<file path="config.mk">
export PLATFORM = sky130hd
export DESIGN_NAME = fwd_hazard_ctrl
export DESIGN_NICKNAME = d
export VERILOG_FILES = /design/src/rtl/fwd_hazard_ctrl_pkg.sv /design/src/rtl/fwd_hazard_ctrl_fwd_select_unit.sv /design/src/rtl/fwd_hazard_ctrl.sv
export SDC_FILE = /design/constraint.sdc
export NUM_CORES = 1
export LEC_CHECK = 0
export CAP_MARGIN = 20
export CORE_MARGIN = 8
export CORE_UTILIZATION = 50
export DETAILED_ROUTE_END_ITERATION = 7
export GPL_TIMING_DRIVEN = 0
export HOLD_SLACK_MARGIN = 0.03
export PLACE_DENSITY = 0.81
export SETUP_SLACK_MARGIN = 0.4
export SYNTH_ARGS = -nofsm -noshare
export SYNTH_HDL_FRONTEND = slang
export SYNTH_SLANG_ARGS = --single-unit
</file>
<file path="constraint.sdc">
create_clock -name clk -period 2.2 [get_ports clk]
set_input_delay 0.22 -clock clk [delete_from_list [all_inputs] [get_ports clk]]
set_output_delay 0.22 -clock clk [all_outputs]
set_load 0.02 [all_outputs]
</file>
<file path="src/rtl/fwd_hazard_ctrl_pkg.sv">
// Shared types for the forwarding / hazard controller: mux select codes,
// controller states and the per-stage shadow record.
package fwd_hazard_ctrl_pkg;

   localparam int SH_AW = 5;

   localparam logic [1:0] FWD_RF    = 2'b00;
   localparam logic [1:0] FWD_EXMEM = 2'b01;
   localparam logic [1:0] FWD_MEMWB = 2'b10;

   typedef enum logic [1:0] {
      ST_RUN        = 2'd0,
      ST_LOAD_STALL = 2'd1,
      ST_MEM_WAIT   = 2'd2
   } state_t;

   typedef struct packed {
      logic             valid;
      logic [SH_AW-1:0] rs1;
      logic [SH_AW-1:0] rs2;
      logic [SH_AW-1:0] rd;
      logic             reg_write;
      logic             mem_read;
   } stage_t;

endpackage

</file>
<file path="src/rtl/fwd_hazard_ctrl_fwd_select_unit.sv">
// Operand-forwarding match for one EX operand; the MEM-stage producer
// shadows the WB-stage producer so the newest value wins.
module fwd_select_unit
   import fwd_hazard_ctrl_pkg::*;
#(
   parameter int REG_AW = SH_AW
) (
   input  logic [REG_AW-1:0] i_src,
   input  stage_t            i_mem,
   input  stage_t            i_wb,
   output logic [1:0]        o_sel
);

   logic w_mem_hit;
   logic w_wb_hit;

   assign w_mem_hit = i_mem.valid & i_mem.reg_write & (i_mem.rd != '0) & (i_mem.rd == i_src);
   assign w_wb_hit  = i_wb.valid  & i_wb.reg_write  & (i_wb.rd  != '0) & (i_wb.rd  == i_src);

   always_comb begin
      // NOTE: default first so every path assigns o_sel and no latch is inferred.
      o_sel = FWD_RF;
      if (w_mem_hit) begin
         o_sel = FWD_EXMEM;
      end else if (w_wb_hit) begin
         o_sel = FWD_MEMWB;
      end
   end

endmodule

</file>
<file path="src/rtl/fwd_hazard_ctrl.sv">
// Forwarding-select, load-use, branch-flush and memory-wait controller for a
// 5-stage core; tracks EX/MEM/WB with its own shadow copies of ID decode.
module fwd_hazard_ctrl
   import fwd_hazard_ctrl_pkg::*;
#(
   parameter int REG_AW = SH_AW,
   parameter int CNT_W  = 16
) (
   input  logic              clk,
   input  logic              rst,
   input  logic              id_valid,
   input  logic [REG_AW-1:0] id_rs1,
   input  logic [REG_AW-1:0] id_rs2,
   input  logic [REG_AW-1:0] id_rd,
   input  logic              id_reg_write,
   input  logic              id_mem_read,
   input  logic              branch_flush,
   input  logic              mem_busy,
   output logic [1:0]        fwd_sel_a,
   output logic [1:0]        fwd_sel_b,
   output logic              stall_if_id,
   output logic              bubble_ex,
   output logic              freeze_all,
   output logic              flush_if_id,
   output logic [CNT_W-1:0]  stall_cnt
);

   state_t             r_state;
   state_t             w_state_nxt;
   stage_t             r_ex;
   stage_t             r_mem;
   stage_t             r_wb;
   stage_t             w_id;
   logic [CNT_W-1:0]   r_cnt;
   logic               w_hazard;
   logic               w_freeze;
   logic               w_flush;
   logic               w_stall;
   logic               w_bubble;

   assign w_id = '{valid:     id_valid,
                   rs1:       id_rs1,
                   rs2:       id_rs2,
                   rd:        id_rd,
                   reg_write: id_reg_write,
                   mem_read:  id_mem_read};

   assign w_hazard = id_valid & r_ex.valid & r_ex.mem_read & (r_ex.rd != '0) &
                     ((r_ex.rd == id_rs1) | (r_ex.rd == id_rs2));

   fwd_select_unit #(.REG_AW(REG_AW)) u_fwd_a (
      .i_src (r_ex.rs1),
      .i_mem (r_mem),
      .i_wb  (r_wb),
      .o_sel (fwd_sel_a)
   );

   fwd_select_unit #(.REG_AW(REG_AW)) u_fwd_b (
      .i_src (r_ex.rs2),
      .i_mem (r_mem),
      .i_wb  (r_wb),
      .o_sel (fwd_sel_b)
   );

   // Leaving MEM_WAIT is evaluated exactly like RUN; LOAD_STALL never re-enters itself.
   always_comb begin
      w_state_nxt = ST_RUN;
      w_freeze    = 1'b0;
      w_flush     = 1'b0;
      w_stall     = 1'b0;
      w_bubble    = 1'b0;
      if (mem_busy) begin
         w_freeze    = 1'b1;
         w_state_nxt = ST_MEM_WAIT;
      end else if (branch_flush) begin
         w_flush  = 1'b1;
         w_bubble = 1'b1;
      end else if (w_hazard) begin
         w_stall  = 1'b1;
         w_bubble = 1'b1;
         if (r_state != ST_LOAD_STALL) begin
            w_state_nxt = ST_LOAD_STALL;
         end
      end
   end

   always_ff @(posedge clk or posedge rst) begin
      if (rst) begin
         r_state <= ST_RUN;
      end else begin
         // NOTE: sequential state uses non-blocking assignment so every register samples pre-edge values.
         r_state <= w_state_nxt;
      end
   end

   always_ff @(posedge clk or posedge rst) begin
      if (rst) begin
         r_ex  <= '0;
         r_mem <= '0;
         r_wb  <= '0;
      end else if (!w_freeze) begin
         r_wb  <= r_mem;
         r_mem <= r_ex;
         r_ex  <= w_bubble ? '0 : w_id;
      end
   end

   always_ff @(posedge clk or posedge rst) begin
      if (rst) begin
         r_cnt <= '0;
      end else if ((w_stall | w_freeze) && (r_cnt != '1)) begin
         r_cnt <= r_cnt + 1'b1;
      end
   end

   // Control strobes are forced low while reset is held, whatever the inputs do.
   assign stall_if_id = w_stall  & ~rst;
   assign bubble_ex   = w_bubble & ~rst;
   assign freeze_all  = w_freeze & ~rst;
   assign flush_if_id = w_flush  & ~rst;
   assign stall_cnt   = r_cnt;

endmodule
</file>
==> impl_metrics.ini <==
[outcome]
outcome = finished, violations left
violations = setup timing

[clocking]
clk_pin_slew_ns = 0.08
cts_tree = built
cts_root_buffer = clkbuf_8
cts_max_path_buffers = 2
cts_made_buffers = 5
cts.sinks = 48
htree_levels = 2
worstSkewPairLatency_ns = 0.30

[synthesis]
yosys-top-cells-count = nand2_1 (50), dfrtp_1 (48), xnor2_1 (24), xor2_1 (20), mux2_2 (14)
syn_area_mm2 = 0.00249
syn-num-nets = 267
synthDistinctLibCells = 34
yosys.area.top_type = dfrtp_1
syn_area_per_cell_um2 = 10.2
synth.most_common_cell = nand2_1
synth_ff_type = dfrtp_1
async_flop_share_pct = 100
synth_edf_count = 0
synth_area_leaders = dfrtp_1 (48%), xnor2_1 (8.5%), nand2_1 (7.5%)
yosysTopAreaCellShare_pct = 48.3
synth_cells = 244
yosys_warnings = 0
yosysSeqAreaShare_pct = 48.3
ys_ff_latch = 48

[routing]
first_pass_iters = 4
drcViolationCount = 0
via_count = 2066
detail-route-antenna-nets = 0
drt-wirelength-per-cell_um = 16.1
vias_per_cell = 5.27
drt_iter0_drc = 82
drt_wl_total_um = 6310

[setup_path]
crit_chain = or4_4 > o2111ai_4 > inv_2 > a21oi_4 > buf_6 > nor3_4 > buf_6
r2r_start = r_ex[2]$_DFFE_PP0N_
worstPathArrival_ns = 2.02
critical-path-max-stage-delay_ns = 0.55
criticalPathCategory = reg -> out
critPathRequiredTime_ns = 1.98
cp-end-kind = output port
r2r_cells = 8
path_common_cell = buf_6
rrSetupSlack_ns = -0.01
cp_slowest_cell = or4_4
r2r_end = stall_cnt[1]$_DFFE_PP0P_
cp-start-kind = register
path_max_fanout = 2

[global_routing]
antenna_found_initial = 0
grt_pass1_vias = 2085
overflow = 0
groute.usage.overall_pct = 17.2
grt_max_degree = 26
grt_pass1_wl_um = 10200

[timing]
period_needed_ns = 2.24
max_freq_mhz = 447
slew_headroom_pct = 62.8
slew_violations = 0
whs_ns = 0.450
finalClockSkew_ns = 0.00491
setup_viol = 3
worst_pin_slew_ns = 0.557
layout_setup_ws_ns = -0.0367
timing.final.crit_share_pct = 102
rsz0062_at_grt = yes
hold_violations = 0

[floorplan]
start_util_pct = 52.3
ios = 46
fp-row-count = 25
dieArea_mm2 = 0.00748
dieWidth_um = 86.5
core_mm2 = 0.00475
die_h_um = 86.5

[power_and_ir_drop]
power.density_mw_per_mm2 = 714
power.leakage_nw = 1.49
max-vdd-ir-drop_uv = 759

[flow_run]
maxCapViolations = 0

[min_path]
min_path_type = in -> async

[finish]
final_cells = 392
drive_gt1_share_pct = 28.6
num_antenna_cells = 0
nets = 347
syn2layout_area_growth_pct = 39.9
fillers = 359
final_core_util_pct = 73.1

[placement]
place_inst = 357
dp_hpwl_um = 4230
place_congestion = 0.825
portBuffers = 45
[sequential cells by signal, indices dropped and copies added, names as in the netlist]
signal,flops
r_ex,18
r_mem,7
r_wb,7
stall_cnt,16
[critical path, delay by kind of cell (launching register included)]
kind            cells  cell delay [ns]
flops               1             0.41
buf+inv             3             0.35
simple gates        2             0.58
compound gates      2             0.38
[how the worst max path moves through the flow]
| stage | start | cells past startpoint | to | slack, ns |
|---|---|---|---|---|
| CTS | r_ex[3]$_DFFE_PP0N_ | 7 | bubble_ex | -0.03 |
| detailed placement | r_ex[2]$_DFFE_PP0N_ | 7 | bubble_ex | -0.45 |
| global route | r_ex[2]$_DFFE_PP0N_ | 7 | stall_if_id | -0.09 |
| global placement | r_ex[2]$_DFFE_PP0N_ | 7 | bubble_ex | -0.46 |
| floorplan | r_ex[2]$_DFFE_PP0N_ | 6 | stall_cnt[1]$_DFFE_PP0P_ | 0.25 |
| finish | r_ex[2]$_DFFE_PP0N_ | 7 | bubble_ex | -0.04 |
[per-layer routing]
metal	routed length, µm	vias up	GRT usage [%]
met5	0	-	0
met4	154	0	7.82
met3	358	14	4.16
met2	2990	60	26.4
met1	2810	995	22.4
li1	-	997	-
[report_power, final]
| group | switching, W | internal (W) | total [W] |
|---|---|---|---|
| combinational | 0.000368 | 0.000410 | 0.000778 |
| sequential | 0.000160 | 0.00101 | 0.00117 |
| clock | 0.000278 | 0.000257 | 0.000534 |
[what timing repair did]
action / 4_1_cts / 5_1_grt
setup buffers: 21 / 5
hold buffers: 0 / 0
pin swaps: 8 / 13
cloned: 0 / 1
setup endpoints to repair: 42 / 42
gates resized for setup: 54 / 21
[cell usage in the layout (no fill, tap or decap), types with 2 or more instances in the layout]
cell	count
buf_4	27
xor2_1	20
inv_2	2
xnor2_1	24
dfrtp_1	44
clkbuf_8	6
buf_6	9
nand3_1	11
clkdlybuf4s50_1	37
a21oi_4	2
buf_2	2
nor3_1	8
o21ai_0	2
o21ai_2	4
dfrtp_2	4
or4_4	2
mux2_2	14
o21ai_1	12
nor2_1	5
nand2_1	46
and3_1	2
nor2b_1	2
nand4_1	5
clkbuf_1	4
nand2_2	3
o211ai_1	2
clkdlybuf4s15_2	2
or4_1	2
nor4_2	4
[layout make-up]
class | instances | area (µm²) | area share [%]
multi-input cells | 184 | 1330 | 38.3
flip-flops and latches | 48 | 1210 | 34.7
repair buffers | 73 | 692 | 19.9
clock buffers | 8 | 90.1 | 2.59
well taps | 67 | 83.8 | 2.41
plain buffers | 10 | 66.3 | 1.91
inverters | 2 | 7.51 | 0.216
[cells by family after synthesis]
group	synth area share (%)
and+or+nand+nor	18.7
AOI/OAI and AO/OA	6.84
DFF	48.3
xor gates and xnor gates	15.5
adders and majority gates	0.503
buffers and inverters	2.77
muxes	7.40
[stage by stage]
stage / power, W / setup WS (ns) / cell area [µm²] / TNS, ns
2_1_floorplan: 0.00157 / 0.248 / 2520 / 0
3_3_place_gp: 0.00184 / -0.459 / 3060 / -11.66
3_5_place_dp: 0.00186 / -0.451 / 3090 / -1.34
4_1_cts: 0.00247 / -0.0263 / 3380 / -0.0273
5_1_grt: 0.00263 / -0.0916 / 3480 / -0.237
6_report: 0.00248 / -0.0367 / 3480 / -0.0825
Power figures use the tool's default switching activity.
